$ cat config.mk
export PLATFORM = sky130hd
export DESIGN_NAME = secret_core_flat
export DESIGN_NICKNAME = d
export VERILOG_FILES = /design/src/rtl/secret_core_if.sv /design/src/rtl/secret_core.sv /design/src/flat_wrapper.sv
export SDC_FILE = /design/constraint.sdc
export NUM_CORES = 1
export LEC_CHECK = 0
export CORE_AREA = 4 4 373 375
export CTS_BUF_LIST = sky130_fd_sc_hd__clkbuf_8 sky130_fd_sc_hd__clkbuf_16
export DETAILED_ROUTE_END_ITERATION = 12
export DIE_AREA = 0 0 377 379
export MAX_ROUTING_LAYER = met4
export PLACE_DENSITY_LB_ADDON = 0.1
export RECOVER_POWER = 100
export SLEW_MARGIN = 20
export SYNTH_ARGS = -nofsm -noshare
export SYNTH_HDL_FRONTEND = slang
export SYNTH_SLANG_ARGS = --single-unit
$ cat constraint.sdc
create_clock -name clk -period 4.6 [get_ports clk]
set_clock_uncertainty 0.05 [all_clocks]
set_input_delay 1.38 -clock clk [delete_from_list [all_inputs] [get_ports clk]]
set_output_delay 1.38 -clock clk [all_outputs]
set_load 0.05 [all_outputs]
$ cat src/rtl/secret_core_if.sv
// rtl/secret_core_if.sv - accumulator bus between a lane controller and secret_core
interface secret_core_if #(
  parameter int ACC_W = 32
);
  logic [ACC_W-1:0] accum_in;
  logic [ACC_W-1:0] accum_out;
  logic             accum_bypass;
  logic [ACC_W-1:0] accum_bypass_out;

  modport master (
    output accum_in,
    output accum_bypass,
    input  accum_out,
    input  accum_bypass_out
  );

  modport slave (
    input  accum_in,
    input  accum_bypass,
    output accum_out,
    output accum_bypass_out
  );
endinterface

$ cat src/rtl/secret_core.sv
// rtl/secret_core.sv - free-running accumulator with hidden addend, bypass mux and wide pass-throughs
module secret_core #(
  parameter int               ACC_W        = 32,
  parameter logic [ACC_W-1:0] SECRET_VALUE = ACC_W'(7)
) (
  input  logic              clk,
  input  logic              rst_n,
  secret_core_if.slave      acc,
  input  logic              s1_in,
  output logic              s1_out,
  input  logic [1:0]        s2_in,
  output logic [1:0]        s2_out,
  input  logic [7:0]        s8_in,
  output logic [7:0]        s8_out,
  input  logic [32:0]       s33_in,
  output logic [32:0]       s33_out,
  input  logic [63:0]       s64_in,
  output logic [63:0]       s64_out,
  input  logic [64:0]       s65_in,
  output logic [64:0]       s65_out,
  input  logic [128:0]      s129_in,
  output logic [128:0]      s129_out,
  input  logic [3:0][31:0]  s4x32_in,
  output logic [3:0][31:0]  s4x32_out
);

  logic [ACC_W-1:0] acc_q;

  // Accumulates every cycle; the carry out of the top bit is dropped.
  always_ff @(posedge clk) begin
    if (!rst_n) begin
      acc_q <= '0;
    end else begin
      acc_q <= acc_q + acc.accum_in + SECRET_VALUE;
    end
  end

  assign acc.accum_out        = acc_q;
  assign acc.accum_bypass_out = acc.accum_bypass ? acc.accum_in : acc_q;

  assign s1_out    = s1_in;
  assign s2_out    = s2_in;
  assign s8_out    = s8_in;
  assign s33_out   = s33_in;
  assign s64_out   = s64_in;
  assign s65_out   = s65_in;
  assign s129_out  = s129_in;
  assign s4x32_out = s4x32_in;

endmodule

$ cat src/flat_wrapper.sv
// flat-port wrapper written by rule: the top's interface ports become plain ports
module secret_core_flat 
#(
  parameter int               ACC_W        = 32,
  parameter logic [ACC_W-1:0] SECRET_VALUE = ACC_W'(7)
)
  (clk, rst_n, s1_in, s1_out, s2_in, s2_out, s8_in, s8_out, s33_in, s33_out, s64_in, s64_out, s65_in, s65_out, s129_in, s129_out, s4x32_in, s4x32_out, acc_accum_in, acc_accum_bypass, acc_accum_out, acc_accum_bypass_out);
  secret_core_if #(.ACC_W(ACC_W)) acc_i ();
  input  logic clk;
  input  logic rst_n;
  input  logic s1_in;
  output logic s1_out;
  input  logic [1:0] s2_in;
  output logic [1:0] s2_out;
  input  logic [7:0] s8_in;
  output logic [7:0] s8_out;
  input  logic [32:0] s33_in;
  output logic [32:0] s33_out;
  input  logic [63:0] s64_in;
  output logic [63:0] s64_out;
  input  logic [64:0] s65_in;
  output logic [64:0] s65_out;
  input  logic [128:0] s129_in;
  output logic [128:0] s129_out;
  input  logic [3:0][31:0] s4x32_in;
  output logic [3:0][31:0] s4x32_out;
  input wire logic [$bits(acc_i.accum_in)-1:0] acc_accum_in;
  input wire logic [$bits(acc_i.accum_bypass)-1:0] acc_accum_bypass;
  output wire logic [$bits(acc_i.accum_out)-1:0] acc_accum_out;
  output wire logic [$bits(acc_i.accum_bypass_out)-1:0] acc_accum_bypass_out;
  assign acc_i.accum_in = acc_accum_in;
  assign acc_i.accum_bypass = acc_accum_bypass;
  assign acc_accum_out = acc_i.accum_out;
  assign acc_accum_bypass_out = acc_i.accum_bypass_out;
  secret_core #(.ACC_W(ACC_W), .SECRET_VALUE(SECRET_VALUE)) u_core (.clk(clk), .rst_n(rst_n), .acc(acc_i), .s1_in(s1_in), .s1_out(s1_out), .s2_in(s2_in), .s2_out(s2_out), .s8_in(s8_in), .s8_out(s8_out), .s33_in(s33_in), .s33_out(s33_out), .s64_in(s64_in), .s64_out(s64_out), .s65_in(s65_in), .s65_out(s65_out), .s129_in(s129_in), .s129_out(s129_out), .s4x32_in(s4x32_in), .s4x32_out(s4x32_out));
endmodule
; Yosys cells after proc, flatten, opt, wreduce, memory -nomap -nowiden
; Index checks and enable logic that the tools add are counted.
[totals]
reg_bits = 32
input_bits = 465
output_inout_bits = 494
word_cells = 4
[op_classes]
add_sub_neg = 2
mux = 1
[op_table]
columns = cell, count
row1 = "adder 32 x 3 -> 32 bit, second input constant", 1
row2 = adder 32 bit, 1
row3 = 2-to-1 mux 32 bit, 1

; Longest topological paths before layout
[depth]
ltp_word = 2
ltp_mapped = 12
mapped_depth_nobuf = 12

; Least setup slack after synthesis
; Ideal clock, no wire load.
[synth_path]
path_kind = input port to output port
start = input acc_accum_bypass
end = output acc_accum_bypass_out[0]
arrival_time_ns = 2.886
t_required_ns = 3.170
setup_slack_ns = 0.284
cell_stages = 3
path_buffers = 2
path_cell_list = clkbuf_1 > clkbuf_1 > o21ai_0
[synth_via]
elab_chain_len = 1
[synth_rtl]
columns = item, line
row1 = "start, declared", flat_wrapper.sv:28  ; input wire logic [$bits(acc_i.accum_bypass)-1:0] acc_accum_bypass;
row2 = 2-to-1 mux 32 bit, secret_core.sv:39  ; assign acc.accum_bypass_out = acc.accum_bypass ? acc.accum_in : acc_q;
row3 = "end, declared", flat_wrapper.sv:30  ; output wire logic [$bits(acc_i.accum_bypass_out)-1:0] acc_accum_bypass_out;
; No other way between the ends.

; Worst setup path after layout
[layout_path]
start = input acc_accum_in[13]
end = register u_core.acc_q[30], in the netlist u_core.acc.accum_out[30]
[layout_via]
elab_chain_len = 2
[layout_rtl]
columns = item, line
row1 = "start, declared", flat_wrapper.sv:27  ; input wire logic [$bits(acc_i.accum_in)-1:0] acc_accum_in;
row2 = adder 32 bit, secret_core.sv:34  ; acc_q <= acc_q + acc.accum_in + SECRET_VALUE;
row3 = adder 32 x 3 -> 32 bit, secret_core.sv:34
row4 = "end signal, assigned", secret_core.sv:34
row5 = "end, declared", secret_core.sv:27  ; logic [ACC_W-1:0] acc_q;
; No other way between the ends.
; A chain may end at the register's enable or synchronous reset.

==> flow_summary.toml <==
[outcome]
status = "completed"

[logic_synthesis]
ys_ff_latch = 32
postSynthCellCount = 802
synthTopCellsByArea = "buf_4 (49%), ha_1 (12%), dfxtp_1 (9.8%)"
syn-cell-area_mm2 = 0.006556
synth_area_per_cell_um2 = 8.175
synth_edf_count = 0
synthArstFlopShare = 0
synth_cell_types = 49
synth_fp_nets = 1329
yosysTopAreaCell = "buf_4"
yosysWarnings = 0
synth_ff_type = "dfxtp_1"
yosysTopAreaCellShare = 0.4935
seq_area_frac_synth = 0.09771

[setup_path]
worstSetupPathType = "primary input to register"
worstPathRequired_ns = 4.75
cp-end-kind = "register"
cp_max_fo = 4
cpMaxStageDelayCell = "dlygate4sd3_1"
crit_chain = "dlygate4sd3_1, buf_12, ha_1, ha_1, and4_1, and4_1, o2111ai_1, clkbuf_4, nand4_1, a21boi_1, buf_4, o21ai_0, mux2i_1"
cp_num_buf_inv = 4
critPathTopFamily = "buffers and inverters"
start_kind = "primary input"
crit_arrival_ns = 4.44
cpPeakStageDelay_ns = 0.58

[detailed_routing]
met2_length_mm = 13.74
vias_per_cell = 1.714
antenna_left = 0
routed_wl_mm = 31.25
firstDrtPassIters = 4
vias = 3933
highest_layer = "met4"
drt-wirelength-per-cell_um = 13.61
met1_length_mm = 12.24
drt_iter0_markers = 98
drc = 0
route.met3.wl_mm = 2.670

[floorplan]
row_count = 135
io_pins = 959
die_area_mm2 = 0.1429
dieHeight_um = 379
initial_utilization = 0.04846
die_w_um = 377
core_mm2 = 0.1353

[finish]
utilization = 0.05282
largest_reg_flops = 32
final_cell_mix = "ha_1 (61), dlygate4sd3_1 (47), buf_4 (34)"
post-route-cell-area_mm2 = 0.007147
final_net_count = 1034
fillers = 15930
drive_above_1_share = 0.2028
instances_no_fill = 2295
area_delta_synth_final_pct = 9.008
mostFrequentLayoutCell = "ha_1"

[timing]
setup_viol = 0
rsz0062_at_grt = "false"
finalCritPeriodShare = 0.9333
relSlewSlack = 0.4725
tightestPinTransition_ns = 0.7913
drv_slew = 0
setup-tns-final_ns = 0
hold_viol_final = 0
fmax_ghz = 0.2329
fin_crit_ns = 4.293

[clocking]
hold_buffers = 0
cts_buffers = 5
h-tree-depth = 2
post_cts_resized = 0
cts_tree = "done"
cts_max_path_buffers = 2
cts_setup_buffers = 0
worstSkewPairLatency_ns = 0.33
cts.clk_slew.worst_paths_ns = 0.06
ctsRootBufferMaster = "clkbuf_16"
numClockSinks = 32

[power_and_ir_drop]
p_total_mw = 3.974
vdd_drop_max_uv = 126.1
powerDensity_mw_per_mm2 = 556.1
p_leak_nw = 2.383

[global_route]
grt_max_degree = 36
grt_pass1_vias = 4360
overflow = 0
grt_antenna_before_repair = 8
grt_usage = 0.04322
grt_pass1_wl_mm = 40.20

[placement]
io_buffers = 98
dp_cells = 2281
gp_congestion = 0.6166
placed_area_mm2 = 0.007038
post-dp-hpwl_mm = 27.08

[worst_hold_path]
hold_class = "register to register"

[flow_run]
maxCapViolCount = 0
kinds of logic after synthesis:
group,count (synthesis),synth area share
fa+ha+maj,62,0.1195
xor+xnor,25,0.03340
flops,32,0.09771
compound gates,101,0.1071
simple gates,93,0.07786
mux,31,0.05286
buf+inv,458,0.5116
Yosys cell counts (8+ instances only):
| master | instances |
|---|---|
| dfxtp_1 | 32 |
| buf_4 | 431 |
| nand2_1 | 25 |
| clkbuf_1 | 8 |
| nor2_1 | 8 |
| and2_1 | 29 |
| ha_1 | 61 |
| a21o_1 | 12 |
| o21a_1 | 8 |
| xnor2_1 | 16 |
| and3_1 | 8 |
| mux2_2 | 29 |
| a21oi_1 | 26 |
| o21ai_0 | 13 |
| xor2_1 | 9 |
| inv_1 | 15 |
power breakdown:
| group | leakage (nW) | switching (mW) | internal, mW |
|---|---|---|---|
| combinational | 2.03 | 1.75 | 1.18 |
| clock | 0.0850 | 0.189 | 0.255 |
| sequential | 0.267 | 0.211 | 0.394 |
path summary, 6_finish.rpt:
| check | startpoint | slack, ns | cells past startpoint | end |
|---|---|---|---|---|
| setup reg to reg | u_core.acc.accum_out[5] | 1.51 | 11 | u_core.acc.accum_out[30] |
| setup / recovery | acc_accum_in[13] | 0.31 | 13 | u_core.acc.accum_out[30] |
| hold reg to reg | u_core.acc.accum_out[0] | 0.53 | 3 | u_core.acc.accum_out[0] |
| hold / removal | u_core.acc.accum_out[0] | 0.53 | 3 | u_core.acc.accum_out[0] |
routing by layer:
layer	vias up	track usage
li1	1638	-
met1	1720	0.04664
met2	346	0.06561
met3	229	0.01562
met4	0	0.03133
met5	-	-
stage by stage:
| step | hold WS, ns | setup slack, ns |
|---|---|---|
| after floorplan | 0.7442 | 0.2835 |
| after global placement | 0.5292 | -0.004072 |
| after detailed placement | 0.5318 | -0.02506 |
| after CTS | 0.5388 | 0.3174 |
| after global routing | 0.5684 | 0.08480 |
| final | 0.5259 | 0.3068 |
area by class of cell:
class                      instances  area, µm²  share of cell area
antenna                            6      15.01            0.002101
clock buffer                       5      125.1             0.01751
clock inverter                     3      38.79            0.005427
inverter                          15      56.30            0.007878
multi-input combinational        312       2549              0.3566
sequential                        32      640.6             0.08964
tap                             1781       2228              0.3118
timing repair buffer             141       1494              0.2090
worst reg2reg max path, stage by stage (launching register included):
cell and delay, ns:
dfxtp_1 0.50, ha_1 0.30, ha_1 0.31, a21o_1 0.18, a31o_1 0.24, o2111ai_1 0.27, clkbuf_4 0.19, nand4_1 0.17
a21boi_1 0.32, buf_4 0.16, o21ai_0 0.12, mux2i_1 0.15
Power figures use the tool's default switching activity.
